<file path="config.mk">
export PLATFORM = sky130hd
export DESIGN_NAME = fetch_ctrl
export DESIGN_NICKNAME = d
export VERILOG_FILES = /design/src/rtl/fetch_ctrl.sv
export SDC_FILE = /design/constraint.sdc
export NUM_CORES = 1
export LEC_CHECK = 0
export BUFFER_PORTS_ARGS = -buffer_cell sky130_fd_sc_hd__buf_2
export CAP_MARGIN = 20
export CORE_MARGIN = 3
export CORE_UTILIZATION = 44
export CTS_CLUSTER_DIAMETER = 200
export CTS_CLUSTER_SIZE = 16
export DETAILED_ROUTE_END_ITERATION = 8
export PLACE_DENSITY = 0.71
export SKIP_CTS_REPAIR_TIMING = 1
export SYNTH_ARGS = -nofsm -noshare
export SYNTH_HDL_FRONTEND = slang
export SYNTH_SLANG_ARGS = --single-unit
</file>
<file path="constraint.sdc">
create_clock -name clk -period 6 [get_ports clk]
set_clock_uncertainty 0.15 [all_clocks]
set_input_delay 0.3 -clock clk [delete_from_list [all_inputs] [get_ports clk]]
set_output_delay 0.3 -clock clk [all_outputs]
set_load 0.05 [all_outputs]
</file>
<file path="src/rtl/fetch_ctrl.sv">
// rtl/fetch_ctrl.sv - instruction fetch sequencer between PC/imem and decode
//
// Owns the PC, issues one instruction-memory request at a time
// (req/gnt/rvalid) and holds each fetched word in an output register until
// decode accepts it (valid/ready). Handles fetch enable, redirects and
// discarding of stale in-flight responses.
//
// Optional feature macro: FETCH_CTRL_PERF_EN (adds perf_fetched/perf_stall).
//
// Ports:
//   clk, rst            clock (rising edge), asynchronous active-low reset
//   en                  fetch enable; 0 stops new requests
//   redirect_valid/pc   one-cycle redirect pulse and target (bits [1:0] ignored)
//   imem_req/addr       request and word index (pc[ADDR_W+1:2]) to imem
//   imem_gnt            request accepted this cycle
//   imem_rvalid/rdata   response valid and instruction word
//   inst_valid/ready    output handshake towards decode
//   inst_pc/inst_data   PC and word of the held instruction
//   busy                high in REQ, WAIT or HOLD
//   perf_fetched/stall  (FETCH_CTRL_PERF_EN only) saturating counters

module fetch_ctrl #(
  parameter int              XLEN     = 32,
  parameter int              ADDR_W   = 5,
  parameter logic [XLEN-1:0] RESET_PC = 32'h0000_0000
) (
  input  logic              clk,
  input  logic              rst,
  input  logic              en,
  input  logic              redirect_valid,
  input  logic [XLEN-1:0]   redirect_pc,
  output logic              imem_req,
  output logic [ADDR_W-1:0] imem_addr,
  input  logic              imem_gnt,
  input  logic              imem_rvalid,
  input  logic [XLEN-1:0]   imem_rdata,
  output logic              inst_valid,
  input  logic              inst_ready,
  output logic [XLEN-1:0]   inst_pc,
  output logic [XLEN-1:0]   inst_data,
  output logic              busy
`ifdef FETCH_CTRL_PERF_EN
  ,
  output logic [31:0]       perf_fetched,
  output logic [31:0]       perf_stall
`endif
);

  typedef enum logic [1:0] {
    S_IDLE = 2'd0,
    S_REQ  = 2'd1,
    S_WAIT = 2'd2,
    S_HOLD = 2'd3
  } state_t;

  state_t          state_q, state_d;
  logic [XLEN-1:0] pc_q, pc_d;
  logic            drop_q, drop_d;
  logic [XLEN-1:0] inst_pc_q, inst_pc_d;
  logic [XLEN-1:0] inst_data_q, inst_data_d;
  logic            req_q, valid_q, busy_q;

  // Low target bits are forced to zero, so they never reach any logic.
  logic unused_redirect_bits;
  assign unused_redirect_bits = ^redirect_pc[1:0];

  always_comb begin
    state_d     = state_q;
    pc_d        = pc_q;
    drop_d      = drop_q;
    inst_pc_d   = inst_pc_q;
    inst_data_d = inst_data_q;

    case (state_q)
      S_IDLE: begin
        if (en) state_d = S_REQ;
      end
      S_REQ: begin
        if (imem_gnt) begin
          state_d = S_WAIT;
          // A redirect in the grant cycle makes the granted word stale.
          drop_d  = redirect_valid;
        end else if (!en && !redirect_valid) begin
          state_d = S_IDLE;
        end
      end
      S_WAIT: begin
        if (imem_rvalid) begin
          if (drop_q || redirect_valid) begin
            drop_d  = 1'b0;
            state_d = (en || redirect_valid) ? S_REQ : S_IDLE;
          end else begin
            inst_data_d = imem_rdata;
            inst_pc_d   = pc_q;
            pc_d        = pc_q + XLEN'(4);
            state_d     = S_HOLD;
          end
        end else if (redirect_valid) begin
          drop_d = 1'b1;
        end
      end
      S_HOLD: begin
        // A redirect kills the held word even if decode is ready.
        if (redirect_valid) begin
          state_d = S_REQ;
        end else if (inst_ready) begin
          state_d = en ? S_REQ : S_IDLE;
        end
      end
      default: state_d = S_IDLE;
    endcase

    if (redirect_valid) pc_d = {redirect_pc[XLEN-1:2], 2'b00};
  end

  always_ff @(posedge clk or negedge rst) begin
    if (!rst) begin
      state_q     <= S_IDLE;
      pc_q        <= RESET_PC;
      drop_q      <= 1'b0;
      inst_pc_q   <= '0;
      inst_data_q <= '0;
      req_q       <= 1'b0;
      valid_q     <= 1'b0;
      busy_q      <= 1'b0;
    end else begin
      state_q     <= state_d;
      pc_q        <= pc_d;
      drop_q      <= drop_d;
      inst_pc_q   <= inst_pc_d;
      inst_data_q <= inst_data_d;
      req_q       <= (state_d == S_REQ);
      valid_q     <= (state_d == S_HOLD);
      busy_q      <= (state_d != S_IDLE);
    end
  end

  assign imem_req   = req_q;
  assign imem_addr  = pc_q[ADDR_W+1:2];
  assign inst_valid = valid_q;
  assign inst_pc    = inst_pc_q;
  assign inst_data  = inst_data_q;
  assign busy       = busy_q;

`ifdef FETCH_CTRL_PERF_EN
  logic [31:0] perf_fetched_q, perf_stall_q;

  always_ff @(posedge clk or negedge rst) begin
    if (!rst) begin
      perf_fetched_q <= '0;
      perf_stall_q   <= '0;
    end else begin
      if (valid_q && inst_ready && !redirect_valid && (perf_fetched_q != 32'hFFFF_FFFF))
        perf_fetched_q <= perf_fetched_q + 32'd1;
      if ((state_q == S_HOLD) && !inst_ready && (perf_stall_q != 32'hFFFF_FFFF))
        perf_stall_q <= perf_stall_q + 32'd1;
    end
  end

  assign perf_fetched = perf_fetched_q;
  assign perf_stall   = perf_stall_q;
`endif

endmodule

</file>
==> results of run 1 <==
==> cell usage in the layout (no fill, tap or decap), types with 2 or more instances in the layout <==
master | synthesis | layout
nand3_1 | 13 | 13
nor4_1 | 3 | 3
mux2_2 | 62 | 62
xnor2_1 | 6 | 6
or4_1 | 20 | 20
buf_2 | 3 | 137
nand2_1 | 23 | 23
nor2_1 | 23 | 22
o211ai_1 | 3 | 3
inv_1 | 4 | 4
buf_4 | 7 | 4
a31oi_1 | 18 | 18
nor3_1 | 3 | 3
dlygate4sd3_1 | 0 | 11
a21oi_1 | 2 | 2
clkbuf_8 | 0 | 10
o31ai_1 | 14 | 14
o21ai_0 | 17 | 17
conb_1 | 1 | 2
nand2b_1 | 2 | 2
nand4_1 | 9 | 9
clkinvlp_4 | 0 | 2
and3_1 | 3 | 3
dfrtp_1 | 98 | 98
or3_1 | 3 | 3
xor2_1 | 4 | 4
==> power by group through the flow <==
stage | sequential (mW) | combinational (mW) | clock, mW
floorplan | 1.81 | 0.350 | 0
global placement | 1.05 | 1.42 | 0
detailed placement | 1.06 | 1.43 | 0
CTS | 1.05 | 1.44 | 0.450
global route | 1.09 | 1.49 | 0.480
finish | 1.05 | 1.43 | 0.434
==> routing by layer <==
| metal | up-vias | global-route usage | wire length [um] |
|---|---|---|---|
| met3 | 16 | 0.0364 | 558 |
| met1 | 1684 | 0.233 | 4310 |
| met5 | - | 0 | 11 |
| li1 | 1655 | - | - |
| met2 | 103 | 0.293 | 5000 |
| met4 | 2 | 0.0638 | 164 |
==> final timing paths <==
check,startpoint,to,slack [ns],cells past startpoint
setup reg to reg,state_q[1],inst_pc[14],3.23,4
setup / recovery,state_q[1],inst_pc[14],3.23,4
max in group asynchronous,rst,pc_q[24],4.29,3
hold reg to reg,inst_pc[27],inst_pc[27],0.36,1
min in group asynchronous,rst,inst_pc[4],0.32,2
hold / removal,redirect_pc[4],pc_q[4],-0.006,3
==> sequential cells by signal, indices dropped and copies added, names as in the netlist <==
name	flops
inst_data	32
inst_pc	30
pc_q	30
state_q	2
busy	1
drop_q	1
imem_req	1
inst_valid	1
==> cell type report <==
class,count,area (sq um)
clock buffers,11,141
clock inverters,5,62.6
inverters,5,18.8
flip-flops and latches,98,2450
well taps,129,161
multi-input cells,245,1800
repair buffers,152,826
fillers,843,4000
==> worst min-delay path: stages <==
cell     delay (ns)
buf_2          0.07
nand2_1        0.04
o21ai_0        0.06
==> cell families (layout without fill, tap and decap cells) <==
logic type / after synthesis / in the layout / share of synthesized area
multiplexers: 63 / 63 / 0.161
AND/OR/NAND/NOR: 108 / 108 / 0.132
buffers and inverters: 34 / 173 / 0.0375
other: 1 / 2 / 0.000852
flip-flops: 98 / 98 / 0.557
adder cells (fa/ha/maj): 1 / 1 / 0.00284
XOR/XNOR: 10 / 10 / 0.0199
AO/OA/AOI/OAI: 61 / 61 / 0.0889
==> Yosys cell counts (4+ instances only) <==
master	n	area [sq um]
inv_1	4	15.0
dfrtp_1	98	2450
mux2_2	62	698
clkbuf_1	18	67.6
nand4_1	9	56.3
or4_1	20	150
o21ai_0	17	85.1
nand3_1	13	65.1
xnor2_1	6	52.6
o31ai_1	14	105
nor2_1	23	86.3
xor2_1	4	35.0
buf_4	7	52.6
nand2_1	23	86.3
a31oi_1	18	113
==> through the flow <==
step                      hold WS (ns)  std cells  power (mW)  setup slack, ns  utilization
final                         -0.00609        645        2.91             3.23        0.577
after global routing          0.000812        645        3.06             3.03        0.577
after CTS                       -0.226        634        2.94             3.18        0.565
after detailed placement         0.166        618        2.50             3.21        0.544
after global placement           0.167        618        2.46             3.29        0.544
after floorplan                 -0.146        377        2.16             3.72            -
==> metrics, run 1 <==
Max-slew headroom 0.534; Iteration-0 DRC Markers 186; Final ANT Viol Nets 0; # setup viols final 0; die area 11200 sq um; fmax 361 MHz; sequential share of the synthesized area 0.557; 1st-pass router iterations 4; share of layout cells above drive strength 1 0.426; root buf cell clkbuf_8; Die Width 106 um; CTS buffer count 9; cells along the critical path nand4bb_1, nor2_4, buf_4, mux2_2; Worst-Skew Late Latency 0.36 ns; pwr dens 533 nW/um^2; Buf/Inv on CP 1; WP data required 6.09 ns; # diodes 0; Tot GR Track Use 0.178; #FFs+latches synth 98; sw frac 0.486; H-tree depth 3; Die Height 106 um; CP max FO 49; vias in the first global route 3288; routed via count 3460; area grow syn2layout 24.0%; Final nets 583; max cap viols 0; Startpoint Class flip-flop; Core ar. 9460 sq um; Worst-Margin Slew 0.699 ns; final instance area 5460 sq um; Post-synth ARST share 1.00; worst hold slack -0.00609 ns; part of the power in combinational logic 0.490; CTS tree done; RSZ-0062 raised after global routing no; DPL Wire Length 7150 um; critical setup path kind flip-flop to flip-flop; Hold Path Class input port to flip-flop; Clock Path Buffers 2; Setup crit end kind flip-flop; post-synthesis cell count 376; IO Count 143; largest net degree at the start of global routing 58; Synthesis Warnings 0; Sequential Power Share 0.360; P_sw 1.41 mW; Synth Area per Inst 11.7 sq um; P_int 1.50 mW; Top FF cell, synth dfrtp_1; Slew Limit Fails 0; Mapped Area 4400 sq um; initial core utilization 0.465; status complete, but fails checks; Worst Path Arrival 2.85 ns; failing checks hold timing; Fin. Hold Viols 2; routed wire length 10000 um; initial antenna violation count 1; max incr delay on CP 0.60 ns; synth unique cells 41; DR DRC count 0; fin crit period 2.77 ns; wire per inst 15.6 um; port bufs 138; setup_tns 0 ns; vias per std cell 5.36; cell family with most CP delay simple AND/OR/NAND/NOR gates; Peak supply drop 0.312 mV; GRT overflow 0; RD Place Congestion 0.767; crit share post-route 0.461; num rows 35; Cell Area, Placed 5140 sq um; CP max-delay cell buf_4; EDFF count, synth 0; Clock power frac 0.149; Lkg Pwr 2.46 nW; clock sinks 98; first-pass GRT wire length 16000 um; Clk pin slew, worst setup/hold paths 0.10 ns
Note: power is estimated with default switching activity, not from simulation.
==> inputs of run 2 (changes only) <==
--- a/config.mk
+++ b/config.mk
@@ -5,6 +5,7 @@
 export SDC_FILE = /design/constraint.sdc
 export NUM_CORES = 1
 export LEC_CHECK = 0
+export ABC_AREA = 1
 export BUFFER_PORTS_ARGS = -buffer_cell sky130_fd_sc_hd__buf_2
 export CAP_MARGIN = 20
 export CORE_MARGIN = 3
@@ -12,7 +13,7 @@
 export CTS_CLUSTER_DIAMETER = 200
 export CTS_CLUSTER_SIZE = 16
 export DETAILED_ROUTE_END_ITERATION = 8
-export PLACE_DENSITY = 0.71
+export PLACE_DENSITY = 0.73
 export SKIP_CTS_REPAIR_TIMING = 1
 export SYNTH_ARGS = -nofsm -noshare
 export SYNTH_HDL_FRONTEND = slang
==> constraint.sdc (replaced) <==
create_clock -name clk -period 2.38 [get_ports clk]
set_clock_uncertainty 0.15 [all_clocks]
set_input_delay 0.119 -clock clk [delete_from_list [all_inputs] [get_ports clk]]
set_output_delay 0.119 -clock clk [all_outputs]
set_load 0.05 [all_outputs]
==> run 2 against run 1 <==
- the flow now finishes without violations
- cell count is 47% higher
- clock-buffer cell count is the same
- register-to-register slack lost 2.8 ns
- sequential share of layout area shrank 6.3 points
- non-clock buffer count rose by 58
- final area up 16%
- critical path depth is 6 higher
- worst hold slack better by 0.018 ns
- sequential cell count unchanged
- largest power group unchanged
- highest routed layer is now met4
==> metrics, run 2 <==
most common library cells after synthesis nand2_1, dfrtp_1, nor2_1; P_sw 3.63 mW (+160%); initial antenna violation count 0 (-1); post-synthesis cell count 616 (+64%); multi-input logic area 1970 sq um (+9.4%); fin crit period 1.94 ns (-0.828 ns); Peak supply drop 0.811 mV (+160%); Die Height 110 um (+3.4%); register area 2450 sq um (unchanged); initial core utilization 0.456 (-0.00940); routed wire length 13100 um (+31%); Worst-Skew Late Latency 0.36 ns (about the same); max cap viols 0 (unchanged); Setup WS post-layout 0.439 ns (-2.79 ns); Hold Path Class input port to flip-flop; die area 12000 sq um (+7.0%); post-synth top area share 0.519 (-0.0385); most frequent cells in the layout nand2_1, buf_2, dfrtp_1; clock sinks 98 (unchanged); DR DRC count 0 (unchanged); final design utilization 0.612 (+0.0352); Final nets 880 (+51%); Placement Setup Slack 0.435 ns (-2.78 ns); RSZ-0062 raised after global routing no; Post-synth ARST share 1.00 (unchanged); P_int 3.54 mW (+140%); num rows 37 (+5.7%); IO Count 143 (unchanged); setup_tns 0 ns (unchanged); Die Width 110 um (+3.4%); sequential share of the synthesized area 0.519 (-0.0385); #FFs+latches synth 98 (unchanged); Mapped Area 4730 sq um (+7.4%); Clk pin slew, worst setup/hold paths 0.10 ns (about the same); Total Power 7.17 mW (+150%); first-pass GRT wire length 19600 um (+22%); routed via count 4649 (+34%); critical setup path kind flip-flop to flip-flop; share of layout cells above drive strength 1 0.213 (-0.214); fmax 515 MHz (+43%); Top FF cell, synth dfrtp_1; Synth Area per Inst 7.68 sq um (-34%); top-count cell post-synth nand2_1; Clock power frac 0.147 (-0.002); WP data required 2.50 ns (-3.59 ns); synth unique cells 31 (-24%); Slew Limit Fails 0 (unchanged); vias per std cell 4.90 (-8.7%); Synth area leader dfrtp_1; Worst Path Arrival 2.06 ns (-0.79 ns); DPL Wire Length 8790 um (+23%); Lkg Pwr 3.34 nW (+36%); vias in the first global route 4041 (+23%); commonest non-fill, non-tap cell in the layout nand2_1; area grow syn2layout 34.3%; part of the power in combinational logic 0.485 (-0.005); Clock Path Buffers 2 (unchanged); root buf cell clkbuf_8; Top Usage Layer GRT met2; Crit. Startpoint pc_q[3]; Core ar. 10400 sq um (+9.6%); EDFF count, synth 0 (unchanged); GRT overflow 0 (unchanged); CTS buffer count 9 (unchanged); reg2reg start pc_q[3]; # setup viols final 0 (unchanged); status finished clean; met3 Track Usage GR 0.0399 (+0.00350); largest net degree at the start of global routing 93 (+60%); largest cells by area after synthesis dfrtp_1, nand2_1, nor2_1, nand3_1, inv_1; sw frac 0.507 (+0.0208); Final ANT Viol Nets 0 (unchanged); GR Layer Usage met1 0.283 (+0.0497); port bufs 138 (unchanged); RD Place Congestion 0.901 (+17%); H-tree depth 3 (unchanged); Fin. Hold Viols 0 (-2); Largest register FFs 32 (unchanged); Startpoint Class flip-flop; CP max FO 6 (-88%); Synthesis Warnings 0 (unchanged); hold wc startpoint imem_rvalid; Tot GR Track Use 0.210 (+0.0326); # diodes 0 (unchanged); wire per inst 13.8 um (-11%); Setup crit end kind flip-flop; fill count 937 (+11%); CTS tree done; Iteration-0 DRC Markers 292 (+57%); crit share post-route 0.815 (+0.354); Sequential Power Share 0.368 (+0.008); pwr dens 1130 nW/um^2 (+110%); 1st-pass router iterations 5 (+1); met2 Resource Use GR 0.342 (+0.0490)
[run 2: worst paths after layout]
check	slack [ns]	endpoint	cells past startpoint
min in group asynchronous	0.10	inst_data[9]	2
setup / recovery	0.44	pc_q[20]	10
setup reg to reg	0.44	pc_q[20]	10
hold reg to reg	0.33	inst_data[7]	2
max in group asynchronous	1.30	pc_q[21]	3
hold / removal	0.01	drop_q	4
[run 2: through the flow]
step / std cells / area (sq um) / hold slack (ns)
2_1_floorplan: 617 / 4730 / -0.327
3_3_place_gp: 870 / 5530 / -0.0597
3_5_place_dp: 870 / 5530 / -0.0533
4_1_cts: 886 / 5720 / -0.465
5_1_grt: 949 / 6350 / 0.0352
6_report: 949 / 6350 / 0.0115
[run 2: layout make-up]
type                    count  area share
clock inverters             5     0.00670
repair buffers            210       0.225
multi-input cells         452       0.310
well taps                 136      0.0268
clock buffers              11      0.0238
flip-flops and latches     98       0.386
inverters                  37      0.0219
[run 2: logic make-up after synthesis]
logic type / after synthesis / synth area share
buf+inv: 67 / 0.0667
other cells: 1 / 0.000793
simple gates: 384 / 0.322
xor+xnor: 6 / 0.0111
compound gates: 59 / 0.0778
flops: 98 / 0.519
fa+ha+maj: 1 / 0.00265
[run 2: power groups by stage]
stage	sequential (mW)	clock [mW]	combinational, mW
6_report	2.64	1.05	3.48
2_1_floorplan	4.31	0	0.894
4_1_cts	2.63	1.09	3.41
3_5_place_dp	2.66	0	3.40
5_1_grt	2.71	1.16	3.74
3_3_place_gp	2.63	0	3.36
[run 2: worst max-delay path, stage by stage (launching register included)]
cell     delay (ns)
dfrtp_1        0.46
ha_1           0.21
nand2_1        0.09
nor2_2         0.19
nand2_1        0.13
nor2_2         0.30
nand2_1        0.08
nand2_1        0.07
nand3_1        0.06
nand2_1        0.06
nand2_1        0.05
[run 2: metal layers]
| layer | vias up | wire length, um | part of all wire |
|---|---|---|---|
| met5 | - | 0 | 0 |
| met4 | 0 | 157 | 0.012 |
| met3 | 11 | 799 | 0.061 |
| met2 | 163 | 6710 | 0.51 |
| met1 | 2164 | 5460 | 0.42 |
| li1 | 2311 | - | - |
